===== src/rtl/pwm_pkg.sv =====
`default_nettype none
// ============================================================================
// Module      : pwm_pkg
// Description : Shared state encoding and default sizing for the PWM engine.
// Revision    : 1.0 - initial release
// ============================================================================
package pwm_pkg;

  // Timebase run state
  typedef enum logic {
    ST_IDLE = 1'b0,
    ST_RUN  = 1'b1
  } state_t;

  localparam int DATA_W_DEF = 32;
  localparam int NUM_CH_DEF = 3;

endpackage : pwm_pkg
`default_nettype wire


===== src/rtl/pwm_generator_if.sv =====
`default_nettype none
// ============================================================================
// Module      : pwm_generator_if
// Description : Control/status bundle between the register manager (master)
//               and the PWM engine (slave). Names are from the engine's view.
// Revision    : 1.0 - initial release
// ============================================================================
interface pwm_generator_if
  import pwm_pkg::*;
#(
  parameter int DATA_W = DATA_W_DEF,
  parameter int NUM_CH = NUM_CH_DEF
) ();

  logic                     i_Enable;
  logic [DATA_W-1:0]        i_Period;
  logic [DATA_W-1:0]        i_Prescaler;
  logic [NUM_CH*DATA_W-1:0] i_Duty;
  logic [NUM_CH-1:0]        o_Pwm;
  logic                     o_Period_End;
  logic                     o_Running;

  // Register manager side: drives configuration, observes status
  modport master (
    output i_Enable, i_Period, i_Prescaler, i_Duty,
    input  o_Pwm, o_Period_End, o_Running
  );

  // PWM engine side
  modport slave (
    input  i_Enable, i_Period, i_Prescaler, i_Duty,
    output o_Pwm, o_Period_End, o_Running
  );

endinterface : pwm_generator_if
`default_nettype wire


===== src/rtl/pwm_timebase.sv =====
`default_nettype none
// ============================================================================
// Module      : pwm_timebase
// Description : Run/idle FSM, prescaler, period counter and shadow registers.
//               Shadows load on entry to RUN and at every period wrap, so
//               configuration writes never disturb a period in progress.
// Revision    : 1.0 - initial release
// ============================================================================
module pwm_timebase
  import pwm_pkg::*;
#(
  parameter int DATA_W = DATA_W_DEF,
  parameter int NUM_CH = NUM_CH_DEF
) (
  input  wire logic                     i_Clk,
  input  wire logic                     i_Rst,
  input  wire logic                     i_Enable,
  input  wire logic [DATA_W-1:0]        i_Period,
  input  wire logic [DATA_W-1:0]        i_Prescaler,
  input  wire logic [NUM_CH*DATA_W-1:0] i_Duty,
  output logic      [DATA_W-1:0]        o_Count,
  output logic      [NUM_CH*DATA_W-1:0] o_Sh_Duty,
  output logic                          o_Run,
  output logic                          o_Period_End
);

  localparam logic [DATA_W-1:0] c_ZERO = '0;
  localparam logic [DATA_W-1:0] c_ONE  = {{(DATA_W-1){1'b0}}, 1'b1};

  state_t                    r_state;
  logic [DATA_W-1:0]         r_presc_cnt;
  logic [DATA_W-1:0]         r_count;
  logic [DATA_W-1:0]         r_sh_period;
  logic [DATA_W-1:0]         r_sh_presc;
  logic [NUM_CH*DATA_W-1:0]  r_sh_duty;
  logic                      r_period_end;

  // FSM, prescaler, period counter and shadow reloads in one registered block
  always_ff @(posedge i_Clk) begin
    if (i_Rst) begin
      r_state      <= ST_IDLE;
      r_presc_cnt  <= c_ZERO;
      r_count      <= c_ZERO;
      r_sh_period  <= c_ZERO;
      r_sh_presc   <= c_ZERO;
      r_sh_duty    <= '0;
      r_period_end <= 1'b0;
    end else begin
      case (r_state)
        ST_IDLE: begin
          r_presc_cnt  <= c_ZERO;
          r_count      <= c_ZERO;
          r_period_end <= 1'b0;
          if (i_Enable) begin
            r_sh_period <= i_Period;
            r_sh_presc  <= i_Prescaler;
            r_sh_duty   <= i_Duty;
            r_state     <= ST_RUN;
          end
        end
        ST_RUN: begin
          if (!i_Enable) begin
            // Stop immediately; no drain to the end of the period
            r_state      <= ST_IDLE;
            r_presc_cnt  <= c_ZERO;
            r_count      <= c_ZERO;
            r_period_end <= 1'b0;
          end else begin
            r_period_end <= 1'b0;
            if (r_presc_cnt == r_sh_presc) begin
              r_presc_cnt <= c_ZERO;
              if (r_count == r_sh_period) begin
                // Period boundary: the only point new settings are adopted
                r_count      <= c_ZERO;
                r_sh_period  <= i_Period;
                r_sh_presc   <= i_Prescaler;
                r_sh_duty    <= i_Duty;
                r_period_end <= 1'b1;
              end else begin
                r_count <= r_count + c_ONE;
              end
            end else begin
              r_presc_cnt <= r_presc_cnt + c_ONE;
            end
          end
        end
        default: r_state <= ST_IDLE;
      endcase
    end
  end

  assign o_Count      = r_count;
  assign o_Sh_Duty    = r_sh_duty;
  assign o_Run        = (r_state == ST_RUN);
  assign o_Period_End = r_period_end;

endmodule : pwm_timebase
`default_nettype wire


===== src/rtl/pwm_generator.sv =====
`default_nettype none
// ============================================================================
// Module      : pwm_generator
// Description : Multi-channel PWM engine: shared timebase plus one registered
//               count-versus-duty comparator per channel.
// Revision    : 1.0 - initial release
// ============================================================================
module pwm_generator
  import pwm_pkg::*;
#(
  parameter int DATA_W = DATA_W_DEF,
  parameter int NUM_CH = NUM_CH_DEF
) (
  input  wire logic      i_Clk,
  input  wire logic      i_Rst,
  pwm_generator_if.slave bus
);

  logic [DATA_W-1:0]        w_count;
  logic [NUM_CH*DATA_W-1:0] w_sh_duty;
  logic                     w_run;
  logic                     w_period_end;
  logic                     w_cmp_en;
  logic [NUM_CH-1:0]        w_pwm;

  pwm_timebase #(
    .DATA_W (DATA_W),
    .NUM_CH (NUM_CH)
  ) u_timebase (
    .i_Clk        (i_Clk),
    .i_Rst        (i_Rst),
    .i_Enable     (bus.i_Enable),
    .i_Period     (bus.i_Period),
    .i_Prescaler  (bus.i_Prescaler),
    .i_Duty       (bus.i_Duty),
    .o_Count      (w_count),
    .o_Sh_Duty    (w_sh_duty),
    .o_Run        (w_run),
    .o_Period_End (w_period_end)
  );

  // Outputs are forced low in IDLE and on the edge that leaves RUN
  assign w_cmp_en = w_run & bus.i_Enable;

  genvar k;
  generate
    for (k = 0; k < NUM_CH; k++) begin : g_ch
      logic r_pwm;

      // Registered unsigned compare of the live count against this channel's shadow duty
      always_ff @(posedge i_Clk) begin
        if (i_Rst) begin
          r_pwm <= 1'b0;
        end else begin
          r_pwm <= w_cmp_en & (w_count < w_sh_duty[k*DATA_W +: DATA_W]);
        end
      end

      assign w_pwm[k] = r_pwm;
    end
  endgenerate

  assign bus.o_Pwm        = w_pwm;
  assign bus.o_Period_End = w_period_end;
  assign bus.o_Running    = w_run;

endmodule : pwm_generator
`default_nettype wire

===== src/flat_wrapper.sv =====
// flat-port wrapper written by rule: the top's interface ports become plain ports
module pwm_generator_flat import pwm_pkg::*;
#(
  parameter int DATA_W = DATA_W_DEF,
  parameter int NUM_CH = NUM_CH_DEF
)
  (i_Clk, i_Rst, bus_i_Enable, bus_i_Period, bus_i_Prescaler, bus_i_Duty, bus_o_Pwm, bus_o_Period_End, bus_o_Running);
  pwm_generator_if #(.DATA_W(DATA_W), .NUM_CH(NUM_CH)) bus_i ();
  input  wire logic i_Clk;
  input  wire logic i_Rst;
  input wire logic [$bits(bus_i.i_Enable)-1:0] bus_i_Enable;
  input wire logic [$bits(bus_i.i_Period)-1:0] bus_i_Period;
  input wire logic [$bits(bus_i.i_Prescaler)-1:0] bus_i_Prescaler;
  input wire logic [$bits(bus_i.i_Duty)-1:0] bus_i_Duty;
  output wire logic [$bits(bus_i.o_Pwm)-1:0] bus_o_Pwm;
  output wire logic [$bits(bus_i.o_Period_End)-1:0] bus_o_Period_End;
  output wire logic [$bits(bus_i.o_Running)-1:0] bus_o_Running;
  assign bus_i.i_Enable = bus_i_Enable;
  assign bus_i.i_Period = bus_i_Period;
  assign bus_i.i_Prescaler = bus_i_Prescaler;
  assign bus_i.i_Duty = bus_i_Duty;
  assign bus_o_Pwm = bus_i.o_Pwm;
  assign bus_o_Period_End = bus_i.o_Period_End;
  assign bus_o_Running = bus_i.o_Running;
  pwm_generator #(.DATA_W(DATA_W), .NUM_CH(NUM_CH)) u_core (.i_Clk(i_Clk), .i_Rst(i_Rst), .bus(bus_i));
endmodule

===== config.mk =====
export PLATFORM = sky130hd
export DESIGN_NAME = pwm_generator_flat
export DESIGN_NICKNAME = d
export VERILOG_FILES = /design/src/rtl/pwm_pkg.sv /design/src/rtl/pwm_generator_if.sv /design/src/rtl/pwm_timebase.sv /design/src/rtl/pwm_generator.sv /design/src/flat_wrapper.sv
export SDC_FILE = /design/constraint.sdc
export NUM_CORES = 1
export LEC_CHECK = 0
export CAP_MARGIN = 30
export CORE_MARGIN = 1
export CORE_UTILIZATION = 40
export DETAILED_ROUTE_END_ITERATION = 8
export HOLD_SLACK_MARGIN = 0.1
export PLACE_DENSITY_LB_ADDON = 0.05
export SLEW_MARGIN = 40
export SYNTH_ARGS = -nofsm -noshare
export SYNTH_HDL_FRONTEND = slang
export SYNTH_SLANG_ARGS = --single-unit

===== constraint.sdc =====
create_clock -name i_Clk -period 2.55 [get_ports i_Clk]
set_input_delay 0.51 -clock i_Clk [delete_from_list [all_inputs] [get_ports i_Clk]]
set_output_delay 0.51 -clock i_Clk [all_outputs]
set_load 0.1 [all_outputs]

==> flow_summary_export.csv, run 1 <==
group,metric,value,unit
outcome,status,"completed",
drt,detail_route.wl_per_cell,18.7,um
final_layout,multi_input_area,6980,sq um
timing,post-route-min-period,2490,ps
timing,fin_skew,14.0,ps
min_path,min_path_type,"input port to flop",
global_route,grt_pass1_vias,11358,
global_route,grt_usage,24.6,%
clocking,clock-root-buffer,"clkbuf_16",
placed_design,gp_congestion,0.891,
placed_design,port_buffers,167,
setup_path,crit_path_end_kind,"flop",
synthesis,synth_warnings,0,
die,die_w,177,um
setup_path,r2r-start,"u_core.u_timebase.r_sh_presc[29]$_SDFFE_PP0P_",
synthesis,synth_area,12300,sq um
synthesis,synth_cells,1528,
global_route,antenna_found_initial,0,
clocking,clkTransAtPathRegs,60,ps
synthesis,synth_top_area_share,37.3,%
clocking,clock_latency,540,ps
timing,setup_ws,57.9,ps
synthesis,avgSynthCellArea,8.04,sq um
setup_path,r2r_slack,60,ps
final_layout,seq_area,4580,sq um
power_and_ir_drop,powerDensity,569,nW/um^2
timing,relSlewSlack,44.5,%
min_path,min_path_cells,3,
synthesis,yosysSeqAreaShare,37.3,%
clocking,htreeDepth,1,
drt,viasPerCell,5.54,
setup_path,r2r_cells,8,
final_layout,nFillCells,2900,
drt,drt_iter0_markers,686,
timing,finalSetupViolCount,0,
clocking,numCtsBuffers,27,
synthesis,ys_seq_elements,229,
final_layout,drive_gt1_share,10.7,%
timing,whs,309,ps
final_layout,mostFrequentLayoutCells,"229 x dfxtp_1, 198 x a21oi_1, 192 x nand3_1, 160 x clkdlybuf4s50_1, 121 x o21ai_0",
min_path,holdPathEnd,"u_core.u_timebase.r_sh_period[31]$_SDFFE_PP0P_",
synthesis,synth_nets,1786,
drt,wl,39900,um
placed_design,place_hpwl,27300,um
clocking,clkSinkCount,229,
global_route,top_usage_layer,"met2",
synthesis,synth_cell_types,54,
min_path,hold_path.startpoint,"bus_i_Enable",
synthesis,synthTopCellsByArea,"dfxtp_1 37%, ha_1 9.7%, a21oi_1 8.2%, nand3_1 7.8%, o21ai_0 7.2%",
die,core_area,30000,sq um
setup_path,critPathKind,"flop to flop",
clocking,cts_hold_buf,0,
power_and_ir_drop,leakagePower,6.60,nW
synthesis,synth_ff_type,"dfxtp_1",
setup_path,worst-path-max-fanout,60,
die,core.rowCount,63,
timing,timing_worst_slew_pin_value,832,ps
final_layout,nNetsFinal,1983,
global_route,grt-ovfl-total,0,
synthesis,yosysTopAreaCell,"dfxtp_1",
timing,max_freq,401,MHz
global_route,met2_usage,42.2,%
synthesis,async_reset_ff_share,0,%
drt,detailedRoute.firstPassIterationCount,5,
drt,drcViolationCount,0,
die,fp.dieH,177,um
setup_path,startpoint_type,"flop",
timing,final_hold_viol_count,0,
die,dieArea,31400,sq um
placed_design,post-place-ws,-3.24,ps
power_and_ir_drop,ir_drop,439,uV
setup_path,r2r-end,"u_core.u_timebase.o_Sh_Duty[15]$_SDFFE_PP0P_",
die,initial_core_util,41.0,%
global_route,grt_pass1_wl,60500,um
run,drv_cap,0,
drt,ant_nets,0,
global_route,grt_max_degree,114,
drt,num_vias,11836,
timing,slew_violations,0,
setup_path,critPathRequiredTime,2950,ps
clocking,cts_tree,"done",
setup_path,cp.arrival,2890,ps
final_layout,synthToLayoutAreaGrowth,31.3,%
global_route,use_met1,31.7,%
die,io-pin-count,168,
global_route,use_met3,3.20,%
final_layout,mostFrequentLayoutCell,"dfxtp_1",
timing,final.period_utilization,97.7,%
timing,rsz0062_at_grt,"yes",
synthesis,synth_edf_count,0,
clocking,cts_buffer_depth,3,
final_layout,diodes,0,
logic make-up after synthesis:
family | share of synthesized area (%)
AND/OR/NAND/NOR | 19.1
adder cells (fa/ha/maj) | 9.67
multiplexers | 0.326
buffers and inverters | 6.66
flip-flops | 37.3
XOR/XNOR | 6.70
AO/OA/AOI/OAI | 20.3
layout make-up:
cell class	count	area share (%)
inverter	101	2.36
sequential	229	28.4
clock buffer	35	4.75
multi-input combinational	1088	43.2
timing repair buffer	278	16.9
tap	390	3.02
clock inverter	15	1.32
worst max-delay path, cell delays in order, from the launching register on:
cell     delay [ps]
dfxtp_1         310
xor2_1          190
nor4_2          380
nand4_1         180
buf_4           190
o41a_4          550
buf_12          210
o21ai_0         210
a21oi_1          80
synth_stat cells (2+ instances only):
cell type  instances
o21a_1             3
buf_4              3
buf_1              2
clkbuf_1          93
and4_1            13
mux2i_1            4
o21ai_0          176
or2_2              2
dfxtp_1          229
o32ai_1            2
nand4b_1          11
xnor2_1           10
nor2b_1            5
nand4_1           36
nand3_1          192
nor2_1            62
nor4_1            20
o2111ai_1          9
nand2b_1           7
nor3_1             6
o211ai_1           8
nand2_1           49
ha_1              95
a211oi_1           6
a21o_1            24
or4_1             12
and2_1             3
o31ai_1            6
and3_1            13
inv_1            101
o221ai_1           2
a21oi_1          202
buf_2             12
or3_1              7
xor2_1            84
report_power, final:
group | internal [mW] | switching, mW
logic | 0.562 | 0.596
registers | 3.72 | 0.0817
clock network | 2.62 | 1.59
state kept, by name, summed over array words and instances (netlist names):
signal,flops
u_core.u_timebase.o_Sh_Duty,96
u_core.u_timebase.o_Count,32
u_core.u_timebase.r_presc_cnt,32
u_core.u_timebase.r_sh_period,32
u_core.u_timebase.r_sh_presc,32
u_core.g_ch.r_pwm,3
u_core.u_timebase.o_Period_End,1
u_core.u_timebase.o_Run,1
what timing repair did:
action / CTS / global route
setup endpoints to repair: 5 / 160
resized for setup: 2 / 80
pin swaps: 0 / 7
endpoints found under the hold margin: 0 / 0
cloned: 0 / 4
setup buffers: 0 / 3
how the worst max path moves through the flow:
stage	from	to	slack, ps	cells after the start
final	u_core.u_timebase.r_sh_presc[29]$_SDFFE_PP0P_	u_core.u_timebase.o_Sh_Duty[15]$_SDFFE_PP0P_	60	8
after global routing	u_core.u_timebase.r_sh_presc[1]$_SDFFE_PP0P_	u_core.u_timebase.o_Sh_Duty[5]$_SDFFE_PP0P_	-30	9
after CTS	u_core.u_timebase.r_sh_presc[29]$_SDFFE_PP0P_	u_core.u_timebase.o_Sh_Duty[24]$_SDFFE_PP0P_	20	9
after detailed placement	u_core.u_timebase.r_sh_presc[5]$_SDFFE_PP0P_	u_core.u_timebase.o_Sh_Duty[39]$_SDFFE_PP0P_	-3	8
after global placement	u_core.u_timebase.r_presc_cnt[2]$_SDFF_PP0_	u_core.u_timebase.o_Count[7]$_SDFFE_PP0P_	-20	7
after floorplan	u_core.u_timebase.o_Count[6]$_SDFFE_PP0P_	u_core.u_timebase.r_sh_presc[22]$_SDFFE_PP0P_	230	9
per-layer routing:
metal,vias up,wire length (um)
met4,0,1240
met1,5574,17800
met2,308,19000
li1,5869,-
met3,85,1910
met5,-,0
stage by stage:
step           utilization [%]  cell area, sq um  setup TNS (ps)  total power, mW  instances
6_report                  53.9             16100               0             9.18       2136
3_3_place_gp              49.7             14900           -23.6             4.95       2079
5_1_grt                   53.9             16100            -453             9.54       2136
3_5_place_dp              49.7             14900           -6.73             4.97       2079
4_1_cts                   53.0             15900               0             9.19       2129
2_1_floorplan                -             12300               0             4.45       1528
No activity file was read; power rests on OpenSTA's default activity.
==> inputs of run 2 (changes only) <==
==> constraint.sdc (replaced) <==
create_clock -name i_Clk -period 2 [get_ports i_Clk]
set_input_delay 0.4 -clock i_Clk [delete_from_list [all_inputs] [get_ports i_Clk]]
set_output_delay 0.4 -clock i_Clk [all_outputs]
set_load 0.1 [all_outputs]
==> run 2 against run 1 <==
Net effect:
- the run now ends with setup timing left
- via count grew 7.0%
- critical path depth is the same
- die area is the same
- highest routed layer unchanged
- first-iteration DRC count grew 31%
- clock power grew 12%
- count of clock-buffer cells in the layout grew 3
- register-to-register slack lost 620 ps
- fmax shrank 2.9%
- sequential share of layout area shrank 2.9 points
- combinational power grew 58%
- largest cell class unchanged
==> flow_summary_export.csv, run 2 (same netlist as run 1, synthesis figures left out) <==
group,metric,value,unit
drt,drt_iter0_markers,899,
placed_design,post-place-ws,-527,ps
final_layout,largest_reg_flops,96,
power_and_ir_drop,power.share.sequential,42.6,%
min_path,hold_path.startpoint,"bus_i_Prescaler[1]",
die,core_area,30000,sq um
timing,final_hold_viol_count,0,
min_path,min_path_cells,3,
setup_path,r2r-start,"u_core.u_timebase.r_sh_period[11]$_SDFFE_PP0P_",
final_layout,utilization,60.6,%
die,initial_core_util,41.0,%
setup_path,r2r-end,"u_core.u_timebase.r_sh_period[30]$_SDFFE_PP0P_",
setup_path,critPathKind,"flop to flop",
clocking,clock_latency,550,ps
timing,timing_worst_slew_pin_value,637,ps
clocking,clkSinkCount,229,
clocking,cts_buffer_depth,3,
timing,final.period_utilization,128,%
final_layout,seq_area,4630,sq um
timing,whs,400,ps
setup_path,crit_path_end_kind,"flop",
final_layout,synthToLayoutAreaGrowth,47.7,%
drt,detail_route.wl_per_cell,20.9,um
global_route,grt_usage,26.5,%
outcome,violations,"setup timing",
clocking,clkTransAtPathRegs,60,ps
setup_path,critPathRequiredTime,2410,ps
power_and_ir_drop,ir_drop,575,uV
final_layout,nNetsFinal,2092,
clocking,htreeDepth,1,
power_and_ir_drop,p_int,8.37,mW
die,dieArea,31400,sq um
power_and_ir_drop,p_sw,3.04,mW
drt,drcViolationCount,0,
die,io-pin-count,168,
timing,max_freq,390,MHz
final_layout,final_cell_area,18100,sq um
drt,num_vias,12664,
timing,relSlewSlack,57.4,%
setup_path,r2r_slack,-570,ps
power_and_ir_drop,combPwrFrac,16.0,%
timing,rsz0062_at_grt,"yes",
timing,post-route-min-period,2570,ps
power_and_ir_drop,power_frac_clock,41.3,%
clocking,clock-root-buffer,"clkbuf_16",
global_route,grt_pass1_wl,65000,um
power_and_ir_drop,switching_share,26.6,%
final_layout,final_cells,2242,
clocking,cts_tree,"done",
timing,setup_ws,-566,ps
final_layout,drive_gt1_share,24.1,%
global_route,antenna_found_initial,0,
global_route,grt_pass1_vias,11824,
placed_design,port_buffers,167,
die,fp.dieH,177,um
timing,finalSetupViolCount,187,
drt,ant_nets,0,
placed_design,gp_congestion,0.910,
die,core.rowCount,63,
min_path,holdPathEnd,"u_core.u_timebase.r_sh_presc[1]$_SDFFE_PP0P_",
power_and_ir_drop,powerDensity,629,nW/um^2
drt,wl,46800,um
final_layout,mostFrequentLayoutCell,"dfxtp_1",
run,drv_cap,0,
timing,slew_violations,0,
setup_path,startpoint_type,"flop",
timing,setup_tns,-80810,ps
power_and_ir_drop,finalPower,11.4,mW
placed_design,place_area,15400,sq um
drt,viasPerCell,5.65,
outcome,status,"finished with violations",
drt,detailedRoute.firstPassIterationCount,5,
final_layout,multi_input_area,7760,sq um
final_layout,diodes,0,
clocking,cts_hold_buf,0,
setup_path,cp.arrival,2980,ps
final_layout,nFillCells,2715,
final_layout,mostFrequentLayoutCells,"201 x dfxtp_1, 166 x a21oi_1, 161 x nand3_1, 160 x clkdlybuf4s50_1, 150 x buf_4",
clocking,numCtsBuffers,27,
global_route,grt-ovfl-total,0,
die,die_w,177,um
placed_design,place_hpwl,28200,um
power_and_ir_drop,leakagePower,7.45,nW
placed_design,dp_cells,2132,
timing,fin_skew,11.0,ps
min_path,min_path_type,"input port to flop",
setup_path,r2r_cells,8,
global_route,grt_max_degree,125,
setup_path,worst-path-max-fanout,17,
[run 2: cell count changes in the layout (fill, tap and decap cells not counted), moves of 28 or more]
cell	change
a21oi_1	-32
a21oi_2	+32
buf_4	+54
dfxtp_1	-28
nand3_1	-31
nand3_2	+28
o21ai_0	-80
o21ai_1	+72
[run 2: worst max-delay path, stage by stage (launching register included)]
cell and delay [ps]:
dfxtp_1 330, xor2_1 160, nor4_1 440, nand4_1 210, buf_4 210, o41a_4 530, clkbuf_16 220, o21ai_0 220
a21oi_1 90
[run 2: how the worst max path moves through the flow]
stage	start	end	slack [ps]	depth (start not counted)
after floorplan	u_core.u_timebase.o_Count[6]$_SDFFE_PP0P_	u_core.u_timebase.o_Sh_Duty[58]$_SDFFE_PP0P_	-140	9
after global placement	u_core.u_timebase.r_sh_presc[1]$_SDFFE_PP0P_	u_core.u_timebase.o_Sh_Duty[26]$_SDFFE_PP0P_	-530	9
after detailed placement	u_core.u_timebase.r_sh_presc[1]$_SDFFE_PP0P_	u_core.u_timebase.o_Sh_Duty[26]$_SDFFE_PP0P_	-530	9
after CTS	u_core.u_timebase.r_sh_period[27]$_SDFFE_PP0P_	u_core.u_timebase.r_sh_period[25]$_SDFFE_PP0P_	-480	11
after global routing	u_core.u_timebase.r_sh_period[13]$_SDFFE_PP0P_	u_core.u_timebase.r_sh_period[30]$_SDFFE_PP0P_	-630	9
final	u_core.u_timebase.r_sh_period[11]$_SDFFE_PP0P_	u_core.u_timebase.r_sh_period[30]$_SDFFE_PP0P_	-570	8
[run 2: layout make-up]
cell class | instances | share of cell area (%)
repair buffers | 386 | 22.3
clock buffers | 38 | 4.34
multi-input cells | 1089 | 42.7
clock inverters | 9 | 0.310
flip-flops and latches | 229 | 25.5
well taps | 390 | 2.69
inverters | 101 | 2.10
[run 2: what timing repair did]
item | CTS | global route
endpoints found under the hold margin | 0 | 0
gates cloned | 4 | 28
pin swaps | 20 | 105
gates resized for setup | 38 | 239
endpoints found under the setup margin | 224 | 226
buffers inserted | 7 | 30
[run 2: power groups by stage]
stage,combinational [mW],clock [mW],sequential (mW)
after detailed placement,1.45,0,4.96
after global routing,1.97,4.96,4.88
after floorplan,0.792,0,4.92
after global placement,1.44,0,4.95
final,1.83,4.72,4.86
after CTS,1.55,4.78,4.86
[run 2: layer usage]
layer / vias up / part of all wire (%) / track usage [%]
li1: 6090 / - / -
met1: 6046 / 43 / 34.0
met2: 427 / 48 / 45.8
met3: 101 / 6.0 / 3.72
met4: 0 / 3.8 / 8.16
met5: - / 0 / 0
==> inputs of run 3 (changes only) <==
--- a/config.mk
+++ b/config.mk
@@ -5,8 +5,7 @@
 export SDC_FILE = /design/constraint.sdc
 export NUM_CORES = 1
 export LEC_CHECK = 0
-export CAP_MARGIN = 30
-export CORE_MARGIN = 1
+export CAP_MARGIN = 5
 export CORE_UTILIZATION = 40
 export DETAILED_ROUTE_END_ITERATION = 8
 export HOLD_SLACK_MARGIN = 0.1
==> results of run 3 <==
No change in the layout: final DEF, timing and power equal those of run 2.
==> variant 1, RTL diff (flow settings as in run 1) <==
Reset style: asynchronous (`i_Rst`), changed in 2 clocked blocks.
--- a/src/rtl/pwm_timebase.sv
+++ b/src/rtl/pwm_timebase.sv
@@ -38,3 +38,3 @@
   // FSM, prescaler, period counter and shadow reloads in one registered block
-  always_ff @(posedge i_Clk) begin
+  always_ff @(posedge i_Clk or posedge i_Rst) begin
     if (i_Rst) begin
--- a/src/rtl/pwm_generator.sv
+++ b/src/rtl/pwm_generator.sv
@@ -50,3 +50,3 @@
       // Registered unsigned compare of the live count against this channel's shadow duty
-      always_ff @(posedge i_Clk) begin
+      always_ff @(posedge i_Clk or posedge i_Rst) begin
         if (i_Rst) begin
Check against the original RTL: differs if i_Rst is asserted again (counterexample within 4 cycles, from zero or initial values and one cycle with i_Rst high); with i_Rst held inactive, the same outputs for 4 cycles.
==> variant 1 against run 1 <==
The flow now finishes with violations (negative setup slack); design area rose by 5.4%; total power rose by 12%; synthesized area rose by 0.52%; wire length fell by 12%; combinational power rose by 41%; worst setup slack got worse by 0.14 ns; non-clock buffer count rose by 1; sequential cell count did not move; critical path type unchanged; critical endpoint is now u_core.u_timebase.o_Sh_Duty[28].
==> variant 1: results <==
export IMPL_status="finished, violations left"
export IMPL_violations="negative setup slack"
export IMPL_avgRoutedWirePerCell_um=19.7
export IMPL_drt_iter0_markers=407
export IMPL_critPathTopFamily="buffers and inverters"
export IMPL_worst_slack_ns=-0.0771
export IMPL_yosys_area_share_xor_xnor_pct=6.66
export IMPL_p_clk_share_pct=42.3
export IMPL_combPwrFrac_pct=15.9
export IMPL_power_internal_mw=7.78
export IMPL_worstPathBufferInverterCount=4
export IMPL_r2r_worst_path_cells=10
export IMPL_nFillCells=2567
export IMPL_synthTopCellsByCount="dfrtp_1, mux2_1, inv_1"
export IMPL_grt_pass1_wl_um=52400
export IMPL_final_setup_viol_count=132
export IMPL_finClkSkew_ns=0.0238
export IMPL_tightest_slew_ns=0.888
export IMPL_synthAdderAreaFrac_pct=9.62
export IMPL_nets=1620
export IMPL_crit_fanout=8
export IMPL_cp_arrival_ns=3.05
export IMPL_hold_class="primary input to asynchronous set/reset pin"
export IMPL_first_global_vias=9375
export IMPL_synth_nets=1351
export IMPL_syn_area_per_cell_um2=11.3
export IMPL_clk_latency_ns=0.56
export IMPL_cp_slowest_stage_delay_ns=0.44
export IMPL_async_flop_share_pct=100
export IMPL_synth_compound_area_share_pct=7.66
export IMPL_switchingPower_mw=2.52
-- variant 1: cell type report --
| type | count | share of cell area [%] |
|---|---|---|
| inverter | 99 | 2.21 |
| tap | 390 | 2.87 |
| timing repair buffer | 279 | 17.2 |
| clock inverter | 12 | 1.34 |
| sequential | 229 | 33.7 |
| clock buffer | 38 | 4.63 |
| multi-input combinational | 726 | 38.1 |
-- variant 1: final timing paths --
kind / endpoint / startpoint / slack [ns]
worst max register to register: u_core.u_timebase.o_Sh_Duty[28] / u_core.u_timebase.r_sh_period[12] / -0.08
min in group i_Clk: u_core.u_timebase.o_Sh_Duty[85] / u_core.u_timebase.o_Sh_Duty[85] / 0.49
worst min register to register: u_core.u_timebase.o_Sh_Duty[85] / u_core.u_timebase.o_Sh_Duty[85] / 0.49
worst min-delay path: u_core.u_timebase.o_Sh_Duty[0] / i_Rst / 0.34
worst max-delay path: u_core.u_timebase.o_Sh_Duty[28] / u_core.u_timebase.r_sh_period[12] / -0.08
max in group asynchronous: u_core.u_timebase.o_Sh_Duty[77] / i_Rst / 1.51
-- variant 1: routing by layer --
metal | vias to the layer above | track usage [%] | part of all wire, %
met5 | - | 0 | 0.049
met4 | 2 | 4.45 | 1.8
met3 | 36 | 3.19 | 4.8
met2 | 188 | 37.0 | 48
met1 | 4517 | 29.6 | 45
li1 | 4426 | - | -
-- variant 1: stage by stage --
stage / TNS, ns / util [%] / instance area, µm²
detailed placement: -41.77 / 50.5 / 15200
global route: -14.31 / 56.7 / 17000
finish: -4.40 / 56.7 / 17000
global placement: -41.57 / 50.4 / 15100
CTS: -0.298 / 54.2 / 16300
floorplan: -218.46 / - / 12400
-- variant 1: what timing repair did --
item / in CTS / in global routing
pin swaps: 4 / 2
resized for setup: 15 / 118
endpoints found under the setup margin: 185 / 166
cloned: 1 / 9
buffers inserted: 3 / 7
==> variant 2, RTL diff (flow settings as in run 1) <==
Without the edit above. Set the package constant `DATA_W_DEF` to 64 (it was 32).
--- a/src/rtl/pwm_pkg.sv
+++ b/src/rtl/pwm_pkg.sv
@@ -14,3 +14,3 @@
 
-  localparam int DATA_W_DEF = 32;
+  localparam int DATA_W_DEF = 64;
   localparam int NUM_CH_DEF = 3;
Interface: changed (resized bus_i_Duty, bus_i_Period and bus_i_Prescaler); port bits go from 168 to 328. No check against the original RTL was run, so the function may have changed too.
==> variant 2 against run 1 <==
The run now ends with negative setup slack left; worst setup slack got worse by 0.41 ns; largest power group unchanged; critical path type unchanged; die area increased by 110%; synthesized area increased by 110%; highest routed layer is now met5; sequential cell count increased by 224; wire length increased by 100%; total power increased by 100%; design area increased by 120%.
==> variant 2: results <==
export IMPL_crit_fanout=7
export IMPL_clk_latency_ns=0.61
export IMPL_cp_arrival_ns=3.44
export IMPL_status="finished, violations left"
export IMPL_numCtsBuffers=52
export IMPL_clk_power_mw=7.83
export IMPL_wl_met3_um=3390
export IMPL_dp_cells=4215
export IMPL_dr_wl_met2_um=37600
export IMPL_max_vdd_ir_drop_mv=0.456
export IMPL_htreeDepth=2
export IMPL_fin_tns_setup_ns=-89.96
export IMPL_ys_seq_area_share_pct=34.5
export IMPL_finClkSkew_ns=0.0144
export IMPL_synth_area_top_cells="dfxtp_1, nand2b_1, mux2i_1"
export IMPL_switchingPower_mw=4.58
export IMPL_finalWirelength_um=81500
export IMPL_io_buffers=327
export IMPL_grt_max_degree=277
export IMPL_cp_slowest_cell="or4_1"
export IMPL_nets=4012
export IMPL_groute_usage_overall_pct=23.8
export IMPL_synth_cell_types=52
export IMPL_drive_above_1_share_pct=15.9
export IMPL_dr_max_layer_used="met5"
export IMPL_wl_met1_um=38500
export IMPL_cp_slowest_stage_delay_ns=0.42
export IMPL_power_leakage_nw=15.2
export IMPL_placed_area_um2=32300
export IMPL_violations="negative setup slack"
export IMPL_worst_slack_ns=-0.351
export IMPL_syn_inst=2905
export IMPL_critPathTopFamily="simple AND/OR/NAND/NOR gates"
export IMPL_drt_iter0_markers=1261
export IMPL_synth_nets=3419
export IMPL_largest_reg_flops=192
export IMPL_synthTopCellsByCount="nand2b_1, dfxtp_1, mux2i_1"
export IMPL_grt_pass1_wl_um=124000
export IMPL_dp_slack_ns=-0.475
export IMPL_dp_final_hpwl_um=58500
export IMPL_avgRoutedWirePerCell_um=18.6
export IMPL_final_setup_viol_count=372
## variant 2: cell count changes after synthesis, sizes merged, moves of 81 or more
cell,change
o21ai,-126
nand3,-146
dfxtp,+224
xnor2,+81
a21oi,-113
ha,+96
inv,+106
nand2b,+637
mux2i,+318
## variant 2: tightest hold or removal path: stages
cell and delay, ns:
buf_8 0.10, nor2b_1 0.06, buf_4 0.15
## variant 2: area by class of cell
type	count	area [µm²]
Fill cell	5814	28400
Multi-Input combinational cell	2102	16200
Sequential cell	453	9090
Timing Repair Buffer	682	7290
Clock buffer	73	1540
Tap cell	855	1070
Inverter	207	777
Clock inverter	22	243
## variant 2: metal layers
metal  up-vias  global-route usage [%]
li1      11000                       -
met1     10500                    32.6
met2       432                    38.5
met3       105                    3.41
met4         2                    7.10
met5         -                       0
## variant 2: worst paths after layout
| kind | start | end | slack [ns] | cells after the start |
|---|---|---|---|---|
| worst min register to register | u_core.u_timebase.o_Sh_Duty[171] | u_core.u_timebase.o_Sh_Duty[171] | 0.47 | 2 |
| worst max register to register | u_core.u_timebase.r_presc_cnt[43] | u_core.u_timebase.o_Count[51] | -0.35 | 13 |
| worst max-delay path | u_core.u_timebase.r_presc_cnt[43] | u_core.u_timebase.o_Count[51] | -0.35 | 13 |
| worst min-delay path | i_Rst | u_core.u_timebase.o_Run | 0.27 | 3 |
## variant 2: kinds of logic after synthesis
group	after synthesis	synth area share, %
AND/OR/NAND/NOR	1102	24.9
flip-flops	453	34.5
buffers and inverters	350	5.55
multiplexers	322	12.3
AO/OA/AOI/OAI	283	6.85
XOR/XNOR	204	6.81
adder cells (fa/ha/maj)	191	9.10
## variant 2: what timing repair did
item,CTS,global route
hold buffers,0,0
pin swaps,39,23
cloned,35,8
setup endpoints to repair,385,384
buffers inserted,49,18
resized for setup,148,92
hold endpoints to repair,0,0
